--- src/rtl/vc_output_channel.sv ---
// vc_output_channel: round-robin front end feeding two phase-alternating VC
// buffers (even/odd) that share one registered send/ready outbound link.
module vc_fifo #(
  parameter int DATA_W = 64,
  parameter int DEPTH  = 2,
  parameter int CNT_W  = $clog2(DEPTH+1)
) (
  input  logic              clk,
  input  logic              reset,
  input  logic              push,
  input  logic [DATA_W-1:0] push_d,
  input  logic              pop,
  output logic [DATA_W-1:0] head,
  output logic [CNT_W-1:0]  occ
);
  localparam int PW = (DEPTH > 1) ? $clog2(DEPTH) : 1;

  logic [DATA_W-1:0] mem [DEPTH];
  logic [PW-1:0]     wr_ptr, rd_ptr;

  // Explicit wrap so non-power-of-two depths work.
  function automatic logic [PW-1:0] inc(input logic [PW-1:0] p);
    return (p == PW'(DEPTH-1)) ? '0 : p + 1'b1;
  endfunction

  always_ff @(posedge clk or negedge reset)
    if (!reset) begin
      wr_ptr <= '0;
      rd_ptr <= '0;
      occ    <= '0;
    end else begin
      if (push) wr_ptr <= inc(wr_ptr);
      if (pop)  rd_ptr <= inc(rd_ptr);
      occ <= occ + CNT_W'(push) - CNT_W'(pop);
    end

  always_ff @(posedge clk)
    if (push) mem[wr_ptr] <= push_d;

  assign head = mem[rd_ptr];
endmodule

module vc_output_channel #(
  parameter int DATA_W = 64,
  parameter int N_IN   = 4,
  parameter int DEPTH  = 2,
  parameter int CNT_W  = $clog2(DEPTH+1)
) (
  input  logic                   clk,
  input  logic                   reset,
  output logic                   polarity_out,
  input  logic [N_IN-1:0]        req_v,
  input  logic [N_IN*DATA_W-1:0] req_d,
  output logic [N_IN-1:0]        gnt,
  input  logic                   ro,
  output logic                   so,
  output logic [DATA_W-1:0]      dout,
  output logic [CNT_W-1:0]       occ0,
  output logic [CNT_W-1:0]       occ1
);
  localparam int RR_W = $clog2(N_IN);

  logic [N_IN-1:0][DATA_W-1:0] req_arr;
  logic [1:0][DATA_W-1:0]      head;
  logic [1:0][CNT_W-1:0]       occ;
  logic [N_IN-1:0]             elig, gnt_c;
  logic [RR_W-1:0]             rr, gidx;
  logic                        acc_vc, push, pop;

  assign req_arr = req_d;
  assign acc_vc  = ~polarity_out;

  always_comb begin
    elig = '0;
    for (int i = 0; i < N_IN; i++)
      elig[i] = req_v[i] && (req_arr[i][DATA_W-1] == acc_vc) &&
                (occ[acc_vc] < CNT_W'(DEPTH));
  end

  // Round-robin search starting at rr, wrapping modulo N_IN.
  always_comb begin
    int  idx;
    logic found;
    gnt_c = '0;
    gidx  = '0;
    found = 1'b0;
    idx   = 0;
    for (int k = 0; k < N_IN; k++) begin
      idx = int'(rr) + k;
      if (idx >= N_IN) idx = idx - N_IN;
      if (!found && elig[idx]) begin
        found      = 1'b1;
        gnt_c[idx] = 1'b1;
        gidx       = RR_W'(idx);
      end
    end
  end

  // Grant is suppressed while reset is held so nothing leaks out combinationally.
  assign gnt  = reset ? gnt_c : '0;
  assign push = |gnt;
  assign pop  = ro && (occ[polarity_out] != '0);

  for (genvar v = 0; v < 2; v++) begin : g_vc
    vc_fifo #(.DATA_W(DATA_W), .DEPTH(DEPTH), .CNT_W(CNT_W)) u_fifo (
      .clk    (clk),
      .reset  (reset),
      .push   (push && (acc_vc == 1'(v))),
      .push_d (req_arr[gidx]),
      .pop    (pop && (polarity_out == 1'(v))),
      .head   (head[v]),
      .occ    (occ[v])
    );
  end

  always_ff @(posedge clk or negedge reset)
    if (!reset) begin
      polarity_out <= 1'b0;
      rr           <= '0;
      so           <= 1'b0;
      dout         <= '0;
    end else begin
      polarity_out <= ~polarity_out;
      if (push) rr <= (gidx == RR_W'(N_IN-1)) ? '0 : gidx + 1'b1;
      so   <= pop;
      dout <= pop ? head[polarity_out] : '0;
    end

  assign occ0 = occ[0];
  assign occ1 = occ[1];
endmodule

--- config.mk ---
export PLATFORM = sky130hd
export DESIGN_NAME = vc_output_channel
export DESIGN_NICKNAME = d
export VERILOG_FILES = /design/src/rtl/vc_output_channel.sv
export SDC_FILE = /design/constraint.sdc
export NUM_CORES = 1
export LEC_CHECK = 0
export BUFFER_PORTS_ARGS = -buffer_cell sky130_fd_sc_hd__buf_2
export CAP_MARGIN = 25
export CORE_MARGIN = 2
export CORE_UTILIZATION = 28
export CTS_CLUSTER_DIAMETER = 40
export DETAILED_ROUTE_END_ITERATION = 6
export SLEW_MARGIN = 0
export SYNTH_ARGS = -nofsm -noshare
export SYNTH_HDL_FRONTEND = slang
export SYNTH_SLANG_ARGS = --single-unit
--- constraint.sdc ---
create_clock -name clk -period 13.8 [get_ports clk]
set_input_delay 1.38 -clock clk [delete_from_list [all_inputs] [get_ports clk]]
set_output_delay 1.38 -clock clk [all_outputs]
set_load 0.01 [all_outputs]
After elaboration in Yosys (flattened, before gate mapping)
Memory sizes are Yosys's and may differ from the RTL's.
Index checks and enable logic that the tools add are counted.
{"block": "op_classes", "mux": 54, "n_addsub": 16, "n_eq_ne": 5, "bitwise": 4, "order_cmp": 16, "n_reduce_logical": 25}
{"cell": "2-to-1 mux 64 bit", "count": 4}
{"cell": "binary-select mux 64 bit (select 2 bit)", "count": 1}
{"cell": "greater-or-equal comparator 32 x 1 -> 1 bit, second input constant", "count": 4}
{"cell": "< comparator 32 x 4 -> 1 bit, second input constant", "count": 4}
{"cell": "2-to-1 mux 32 bit", "count": 4}
{"cell": "2-to-1 mux 1 bit", "count": 23}
{"cell": "logical AND 1 bit", "count": 20}
{"cell": "2-to-1 mux 4 bit", "count": 5}
{"cell": "2-to-1 mux 2 bit", "count": 9}
{"cell": "OR 4 bit", "count": 3}
{"cell": "subtractor 3 x 3 -> 4 bit, second input constant", "count": 3}
{"cell": "greater-or-equal comparator 3 bit, second input constant", "count": 3}
{"cell": "binary-select mux 1 bit (select 2 bit)", "count": 4}
{"cell": "demux 1 bit (select 2 bit)", "count": 4}
{"cell": "adder 2 x 2 -> 3 bit, second input constant", "count": 2}
{"cell": "adder 1 bit, second input constant", "count": 4}
{"cell": "adder 2 x 1 -> 2 bit", "count": 2}
{"cell": "equality test 1 bit", "count": 4}
{"cell": "< comparator 1 x 2 -> 1 bit, second input constant", "count": 2}
{"cell": "OR reduction 4 bit", "count": 1}
{"cell": "subtractor 2 x 1 -> 2 bit", "count": 2}
{"cell": "subtractor 2 x 3 -> 4 bit, second input constant", "count": 1}
{"cell": "adder 2 x 1 -> 3 bit, second input constant", "count": 1}
{"cell": "greater-or-equal comparator 2 x 3 -> 1 bit, second input constant", "count": 1}
{"cell": "other kinds (7)", "count": 9}
{"block": "totals", "ramBits": 256, "memories": 2, "input_bits": 263, "reg_bits": 76, "word_cells": 132, "output_inout_bits": 74}
{"name": "g_vc[0].u_fifo.mem", "words": 2, "word_bits": 64, "rd": 1, "rd_clocked_by_memory_dff": 0, "write_ports": 1, "line": "18", "text": "logic [DATA_W-1:0] mem [DEPTH];"}
{"name": "g_vc[1].u_fifo.mem", "words": 2, "word_bits": 64, "rd": 1, "rd_clocked_by_memory_dff": 0, "write_ports": 1, "line": "18"}

Logic depth before layout (Yosys ltp)
Gate-level depths: netlist (run 1).
{"block": "depth", "depth_word": 23, "depth_mapped": 14}

Hierarchy
Synthesis (run 1) repeated with hierarchy kept, for this count alone.
{"block": "hier_totals", "cells_unflattened": 870, "area_unflattened_um2": 15114.5}
{"mod": "vc_fifo", "n_inst": 2, "area_per_inst_um2": 5011.1, "seq_area_each_um2": 3943.8, "cells_each": 212}
{"mod": "vc_output_channel", "n_inst": 1, "area_per_inst_um2": 5092.4, "seq_area_each_um2": 1701.6, "cells_each": 446}

Least setup slack after synthesis (run 1)
OpenSTA, ideal clock, no wires.
{"block": "synth_path", "path_kind": "input to register", "from": "input req_d[191]", "to": "memory g_vc[1].u_fifo.mem[0][0], enable pin", "path_stages": 6, "setup_slack_ns": 6.032, "arrival_time_ns": 7.202, "setup_time_ns": 0.565, "cell_sequence": "nor4bb_1 nor2_1 mux4_2 a31oi_1 o41ai_4 nor3_1"}
{"block": "synth_between", "elab_chain_cells": 21}
{"element": "start: declaration", "line": "53", "text": "input logic [N_IN*DATA_W-1:0] req_d,"}
{"element": "equality test 1 bit (*)", "line": "76", "text": "elig[i] = req_v[i] && (req_arr[i][DATA_W-1] == acc_vc) &&"}
{"element": "logical AND 1 bit (*) (2 in series)", "line": "76"}
{"element": "binary-select mux 1 bit (select 2 bit)", "line": "91", "text": "if (!found && elig[idx]) begin"}
{"element": "2-to-1 mux 1 bit (implied by the code) (2 in series)", "line": "91"}
{"element": "2-to-1 mux 1 bit", "line": "91"}
{"element": "logical NOT 1 bit", "line": "91"}
{"element": "logical AND 1 bit", "line": "91"}
{"element": "2-to-1 mux 1 bit", "line": "91"}
{"element": "(+3 left out)"}
{"element": "logical NOT 1 bit", "line": "91"}
{"element": "logical AND 1 bit", "line": "91"}
{"element": "2-to-1 mux 4 bit (*)", "line": "91"}
{"element": "2-to-1 mux 4 bit (*)", "line": "100", "text": "assign gnt = reset ? gnt_c : '0;"}
{"element": "OR reduction 4 bit (*)", "line": "101", "text": "assign push = |gnt;"}
{"element": "logical AND 1 bit (*)", "line": "108", "text": ".push (push && (acc_vc == 1'(v))),"}
{"element": "2-to-1 mux 1 bit (*)", "line": "38", "text": "if (push) mem[wr_ptr] <= push_d;"}
{"element": "2-to-1 mux 1 bit (implied by the code) (*)", "line": "38"}
{"element": "end: declaration", "line": "18"}
Every way passes the cells marked *; elsewhere a longest branch is shown, timed or not. The select of a mux whose other input is x is not followed.

Final worst setup path (run 1)
{"block": "layout_path", "from": "register rr[0]", "to": "memory g_vc[1].u_fifo.mem[0][31], data pin"}
{"block": "layout_between", "elab_chain_cells": 17}
{"element": "start: declaration", "line": "67", "text": "logic [RR_W-1:0] rr, gidx;"}
{"element": "start signal: assignment", "line": "124", "text": "if (push) rr <= (gidx == RR_W'(N_IN-1)) ? '0 : gidx + 1'b1;"}
{"element": "branches (longest 14 deep; another with subtractor 3 x 3 -> 4 bit)"}
{"element": "2-to-1 mux 2 bit (*)", "line": "91"}
{"element": "binary-select mux 64 bit (select 2 bit) (*)"}
{"element": "2-to-1 mux 64 bit (*)"}
{"element": "net g_vc[0].u_fifo.push_d[31]", "line": "11", "text": "input logic [DATA_W-1:0] push_d,"}
Mark *: on every way through the listed nets, which the timed path passes. The select of a mux whose other input is x is not followed.

==> results of run 1 <==
-- registers in the layout, summed over array words and instances (netlist names) --
register            cells
g_vc.u_fifo.mem       256
g_vc.u_fifo.occ         4
so                      1
dout                   64
g_vc.u_fifo.rd_ptr      2
polarity_out            1
g_vc.u_fifo.wr_ptr      2
rr                      2
-- layout by cell type (no fill, tap or decap), drive strengths merged, types with 23 or more instances in the layout --
master	count
o22ai	67
dfrtp	76
nor2	77
mux2i	192
inv	23
a21oi	69
buf	350
clkbuf	63
mux2	64
edfxtp	256
-- critical path, delay by kind of cell (launching register included) --
family / cells / cell delay (ns)
compound gates: 4 / 1.36
fa+ha+maj: 1 / 0.53
buf+inv: 3 / 1.59
flops: 1 / 0.67
mux: 1 / 0.42
simple gates: 2 / 0.44
-- routing by layer --
metal | part of all wire (%) | GRT usage (%) | wire length, microns | up-vias
li1 | - | - | - | 4406
met1 | 43 | 16.7 | 15600 | 4488
met2 | 50 | 23.8 | 18200 | 320
met3 | 5.8 | 2.93 | 2110 | 54
met4 | 2.0 | 4.09 | 724 | 0
met5 | 0 | 0 | 0 | -
-- worst paths after layout --
path / start / endpoint / slack, ns / cells past startpoint
max in group asynchronous: reset / g_vc[0].u_fifo.rd_ptr$_DFFE_PN0P_ / 11.73 / 2
worst min-delay path: g_vc[1].u_fifo.wr_ptr$_DFFE_PN0N_ / g_vc[1].u_fifo.wr_ptr$_DFFE_PN0N_ / 0.52 / 1
worst max register to register: rr[0]$_DFFE_PN0N_ / g_vc[1].u_fifo.mem[0][31]$_DFFE_PP_ / 8.41 / 11
min in group asynchronous: reset / dout[5]$_DFF_PN0_ / 0.79 / 1
worst max-delay path: rr[0]$_DFFE_PN0N_ / g_vc[1].u_fifo.mem[0][31]$_DFFE_PP_ / 8.41 / 11
worst min register to register: g_vc[1].u_fifo.wr_ptr$_DFFE_PN0N_ / g_vc[1].u_fifo.wr_ptr$_DFFE_PN0N_ / 0.52 / 1
-- power groups by stage --
stage	combinational (mW)	sequential, mW	clock [mW]
3_3_place_gp	1.51	1.70	0
2_1_floorplan	1.10	1.68	0
3_5_place_dp	1.55	1.70	0
5_1_grt	1.67	1.71	1.45
4_1_cts	1.55	1.69	1.40
6_report	1.51	1.68	1.37
-- final cells by class --
cell class | instances | area (sq um)
fill | 4866 | 32400
sequential | 332 | 9600
multi-input combinational | 559 | 4520
timing repair buffer | 350 | 1830
clock buffer | 63 | 1420
tap | 680 | 851
clock inverter | 35 | 472
inverter | 7 | 26.3
antenna | 1 | 2.50
-- kinds of logic (layout without fill, tap and decap cells) --
| logic type | after synthesis | in the layout | share of synthesized area [%] |
|---|---|---|---|
| other | 0 | 1 | 0 |
| AND/OR/NAND/NOR | 120 | 120 | 4.00 |
| flip-flops | 332 | 332 | 66.6 |
| multiplexers | 259 | 259 | 18.8 |
| adder cells (fa/ha/maj) | 10 | 10 | 0.869 |
| XOR/XNOR | 9 | 9 | 0.548 |
| buffers and inverters | 67 | 455 | 2.37 |
| AO/OA/AOI/OAI | 161 | 161 | 6.79 |
==> run summary, run 1 <==
Worst VDD drop: 0.134 mV
Endpoints failing setup: 0
#FFs+latches synth: 332
CTS H-tree depth: 2
First-pass iteration count of the detailed router: 4
Pre-CTS setup slack: 8.11 ns
Post-Synthesis Cells: 958
CP arrival: 5.65 ns
Worst EP required: 14.06 ns
Routed WL: 36,600 microns
IO buf count: 336
Routability congestion estimate: 0.787
Rel. slew slack: 30.2%
Clock skew: 0.0177 ns
Initial Util: 28.2%
Synth cell count leaders: 256 x edfxtp_1, 192 x mux2i_1, 77 x nor2_1, 76 x dfrtp_1, 69 x a21oi_1
P&R area growth vs syn: 30.1%
Syn nets: 1,231
Clock share of power: 30.0%
Cts hold-fix bufs: 0
Sw Ratio: 33.8%
Crit path max-delay cell type: buf_4
Post-Syn Area: 0.0144 sq mm
Cell Area, Placed: 0.0168 sq mm
I/O pin cnt: 337
Non-Filler Instances: 2,027
First-pass GRT wire length: 55,000 microns
Total gr overflow: 0
Pwr Total: 4.57 mW
Critical-path maximum fanout: 70
Vias in the first global route: 9,591
Die X: 231 microns
# placed instances: 1,928
RSZ-0062 raised after global routing: no
Asr flop ratio synth: 22.9%
Routed len/inst: 18.1 microns
Fin. Hold Viols: 0
Synth warn: 0
Total Routing Usage GR: 13.6%
Area contributors post-synth: edfxtp_1 53%, mux2i_1 13%, dfrtp_1 13%
Final Worst Setup Slack: 8.41 ns
EDFF count, synth: 256
Slew @ Worst Pin: 1.05 ns
Via/cell ratio: 4.57
F_max: 0.186 GHz
Crit. End Element: register
Initial antenna violation count: 1
CTS tree: built
Switching pwr: 1.54 mW
Area leader, netlist: edfxtp_1
Clk slew on worst S/H paths: 0.05 ns
Clock Tree Buf Depth: 3
PwrDens: 244 mW/mm^2
Max stage delay on crit path: 0.90 ns
Slew Viols, Final: 0
Crit path kind: register to register
Cell internal pwr: 3.02 mW
DRC viols: 0
Largest net degree at the start of global routing: 71
Crit start category: register
Status: finished clean
Synth unique cells: 48
Clk root buf: clkbuf_16
WHS: 0.519 ns
Logic pwr share: 33.2%
Most frequent cell after synthesis: edfxtp_1
HPWL after DPL: 22,700 microns
Post-route ant nets: 0
Share of layout cells above drive strength 1: 39.4%
Core area: 0.0511 sq mm
Main synth FF type: edfxtp_1
Fin nets: 1,575
Die area: 0.0533 sq mm
Die Y: 231 microns
Setup TNS: 0 ns
Clk Latency, worst-skew pair: 0.58 ns
Maxcap violations: 0
Seq pwr share: 36.8%
Site Rows: 83
Leak Pwr: 7.81 nW
Worst hold-check path type: register to register
# Post-CTS Setup Buffers: 0
CP cell instances: clkinv_1 > ha_1 > inv_1 > o211ai_1 > and4_1 > a211oi_1 > a41o_4 > buf_4 > mux2_2 > nor2_1 > a21oi_1
CTS resizes: 0
Vias: 9,268
Initial DRC count: 451
CTS buffer count: 52
Final Core Density: 36.6%
Crit path time final: 5.39 ns
Sequential area share after synthesis: 66.6%
Final Cycle Share: 39.0%
Sink Count: 332
Post-route cell area: 0.0187 sq mm
Top cell type's share of synthesized area: 53.4%
Avg Inst Size Synth: 15.0 sq um
Note: power is estimated with default switching activity, not from simulation.
==> run 2: changes to the inputs <==
clock period = 4.6 ns   (was 13.8 ns; I/O delays follow)
==> run summary, run 2 (synthesis gave the netlist of run 1 again) <==
Status: finished clean
Initial Util: 28.2% (unchanged)
Largest net degree at the start of global routing: 67 (-5.6%)
Fin nets: 1,590 (+0.95%)
Most frequent cells in the layout: 335 x buf_2, 256 x edfxtp_1, 192 x mux2i_1
RSZ-0062 raised after global routing: no
Most common cell after layout, fill and taps aside: buf_2
Routability congestion estimate: 0.738 (-6.3%)
CTS buffer count: 48 (-7.7%)
Top flop regs: g_vc.u_fifo.mem: 256 flops, dout: 64 flops, g_vc.u_fifo.occ: 4 flops
Worst hold-check path type: primary input to register
Worst EP required: 4.77 ns (-9.29 ns)
IO buf count: 336 (unchanged)
Endpoints failing setup: 0 (unchanged)
First-pass iteration count of the detailed router: 4 (unchanged)
R2R depth: 12 (+1)
DRC viols: 0 (unchanged)
CP arrival: 4.49 ns (-1.16 ns)
Crit path kind: register to register
Largest Register: g_vc.u_fifo.mem
Slew Viols, Final: 0 (unchanged)
Final Cycle Share: 94.0% (+55 points)
Crit path time final: 4.32 ns (-1.06 ns)
PwrDens: 719 mW/mm^2 (+190%)
Hold path cells: 2 (+1)
F_max: 0.231 GHz (+25%)
Fin. Hold Viols: 0 (unchanged)
Rel. slew slack: 46.7% (+17 points)
Initial antenna violation count: 1 (unchanged)
I/O pin cnt: 337 (unchanged)
Clk slew on worst S/H paths: 0.05 ns (about the same)
Crit start category: register
Total gr overflow: 0 (unchanged)
Critical-path maximum fanout: 33 (-53%)
Share of layout cells above drive strength 1: 39.6% (+0.21 points)
Slew @ Worst Pin: 0.800 ns (-0.248 ns)
Site Rows: 83 (unchanged)
Setup TNS: 0 ns (unchanged)
Leak Pwr: 7.80 nW (about the same)
Clk root buf: clkbuf_16
Worst VDD drop: 0.301 mV (+120%)
Die Y: 231 microns (unchanged)
Crit. End Element: register
Vias in the first global route: 9,249 (-3.6%)
Post-route ant nets: 0 (unchanged)
Max FFs per register: 256 (unchanged)
Die X: 231 microns (unchanged)
CTS H-tree depth: 2 (unchanged)
Non-Filler Instances: 2,034 (+0.35%)
Core area: 0.0511 sq mm (unchanged)
Clock skew: 0.0210 ns (+0.00330 ns)
CTS tree: built
Number of diodes: 0 (-1)
Die area: 0.0533 sq mm (unchanged)
Via/cell ratio: 4.54 (-0.63%)
Clock Tree Buf Depth: 3 (unchanged)
First-pass GRT wire length: 52,900 microns (-3.8%)
Vias: 9,241 (-0.29%)
Routed WL: 35,800 microns (-2.4%)
Maxcap violations: 0 (unchanged)
HPWL after DPL: 22,900 microns (+1.1%)
P&R area growth vs syn: 29.7%
# placed instances: 1,943 (+0.78%)
Total Routing Usage GR: 13.1% (-0.52 points)
Clk Latency, worst-skew pair: 0.55 ns (-0.03 ns)
Sink Count: 332 (unchanged)
Routed len/inst: 17.6 microns (-2.7%)
Initial DRC count: 456 (+1.1%)
Filler Cell Count: 4,883 (+0.35%)
[run 2: cell types whose count changed in the layout (fill, tap and decap cells not counted), sizes merged]
cell,change
dlygate4sd3,+1
diode,-1
buf,+18
inv,-6
clkinv,+1
bufinv,-1
clkbuf,-4
clkinvlp,-1
[run 2: critical path, stage by stage, from the launching register on]
cell	delay, ns
dfrtp_1	0.69
clkinvlp_4	0.42
ha_1	0.50
inv_1	0.12
o211ai_1	0.18
and4_1	0.37
a311oi_1	0.16
o22ai_1	0.29
o41ai_4	0.12
buf_4	0.20
or2_4	0.27
nor2_4	0.09
buf_4	0.48
[run 2: per-layer routing]
metal  up-vias  share of wire [%]  track usage [%]  routed length (microns)
met4         2                2.1             4.15                      745
met1      4471                 42             15.8                    15000
li1       4412                  -                -                        -
met2       301                 50             23.1                    17900
met3        55                6.1             2.80                     2180
met5         -              0.036                0                       13
[run 2: through the flow]
stage               util [%]  hold WS, ns  instance area, sq um  total power, mW  setup slack [ns]
detailed placement      33.3        0.472                 17000             9.90             0.271
global route            36.5        0.205                 18700             14.2            0.0303
floorplan                  -        0.164                 14400             8.34           -0.0499
CTS                     36.5        0.197                 18600             13.6             0.207
global placement        33.3        0.471                 17000             9.79             0.385
finish                  36.5        0.241                 18700             13.4             0.277
[run 2: what timing repair did]
action | 4_1_cts | 5_1_grt
setup endpoints to repair | 0 | 177
hold buffers | 1 | 0
resized for setup | 0 | 1
buffers inserted | 0 | 3
hold endpoints to repair | 27 | 0
[run 2: worst paths after layout]
check	slack [ns]	startpoint	end
worst max-delay path	0.28	rr[0]$_DFFE_PN0N_	g_vc[0].u_fifo.mem[1][19]$_DFFE_PP_
worst min-delay path	0.24	ro	so$_DFF_PN0_
worst max register to register	0.28	rr[0]$_DFFE_PN0N_	g_vc[0].u_fifo.mem[1][19]$_DFFE_PP_
worst min register to register	0.53	g_vc[0].u_fifo.mem[0][10]$_DFFE_PP_	dout[10]$_DFF_PN0_
max in group asynchronous	2.87	reset	g_vc[0].u_fifo.rd_ptr$_DFFE_PN0P_
min in group asynchronous	0.42	reset	dout[18]$_DFF_PN0_
[run 2: final cells by class]
type                       count  area [sq um]  area share [%]
clock inverter                28           320            1.72
clock buffer                  59          1310            7.04
multi-input combinational    559          4530            24.2
tap                          680           851            4.56
inverter                       7          30.0           0.161
timing repair buffer         369          2030            10.9
sequential                   332          9600            51.4
[run 2: power breakdown]
group / internal [mW] / switching [mW] / total, mW
registers: 4.65 / 0.409 / 5.06
clock network: 2.29 / 1.35 / 3.64
logic: 2.00 / 2.72 / 4.72
total: 8.94 / 4.48 / 13.4
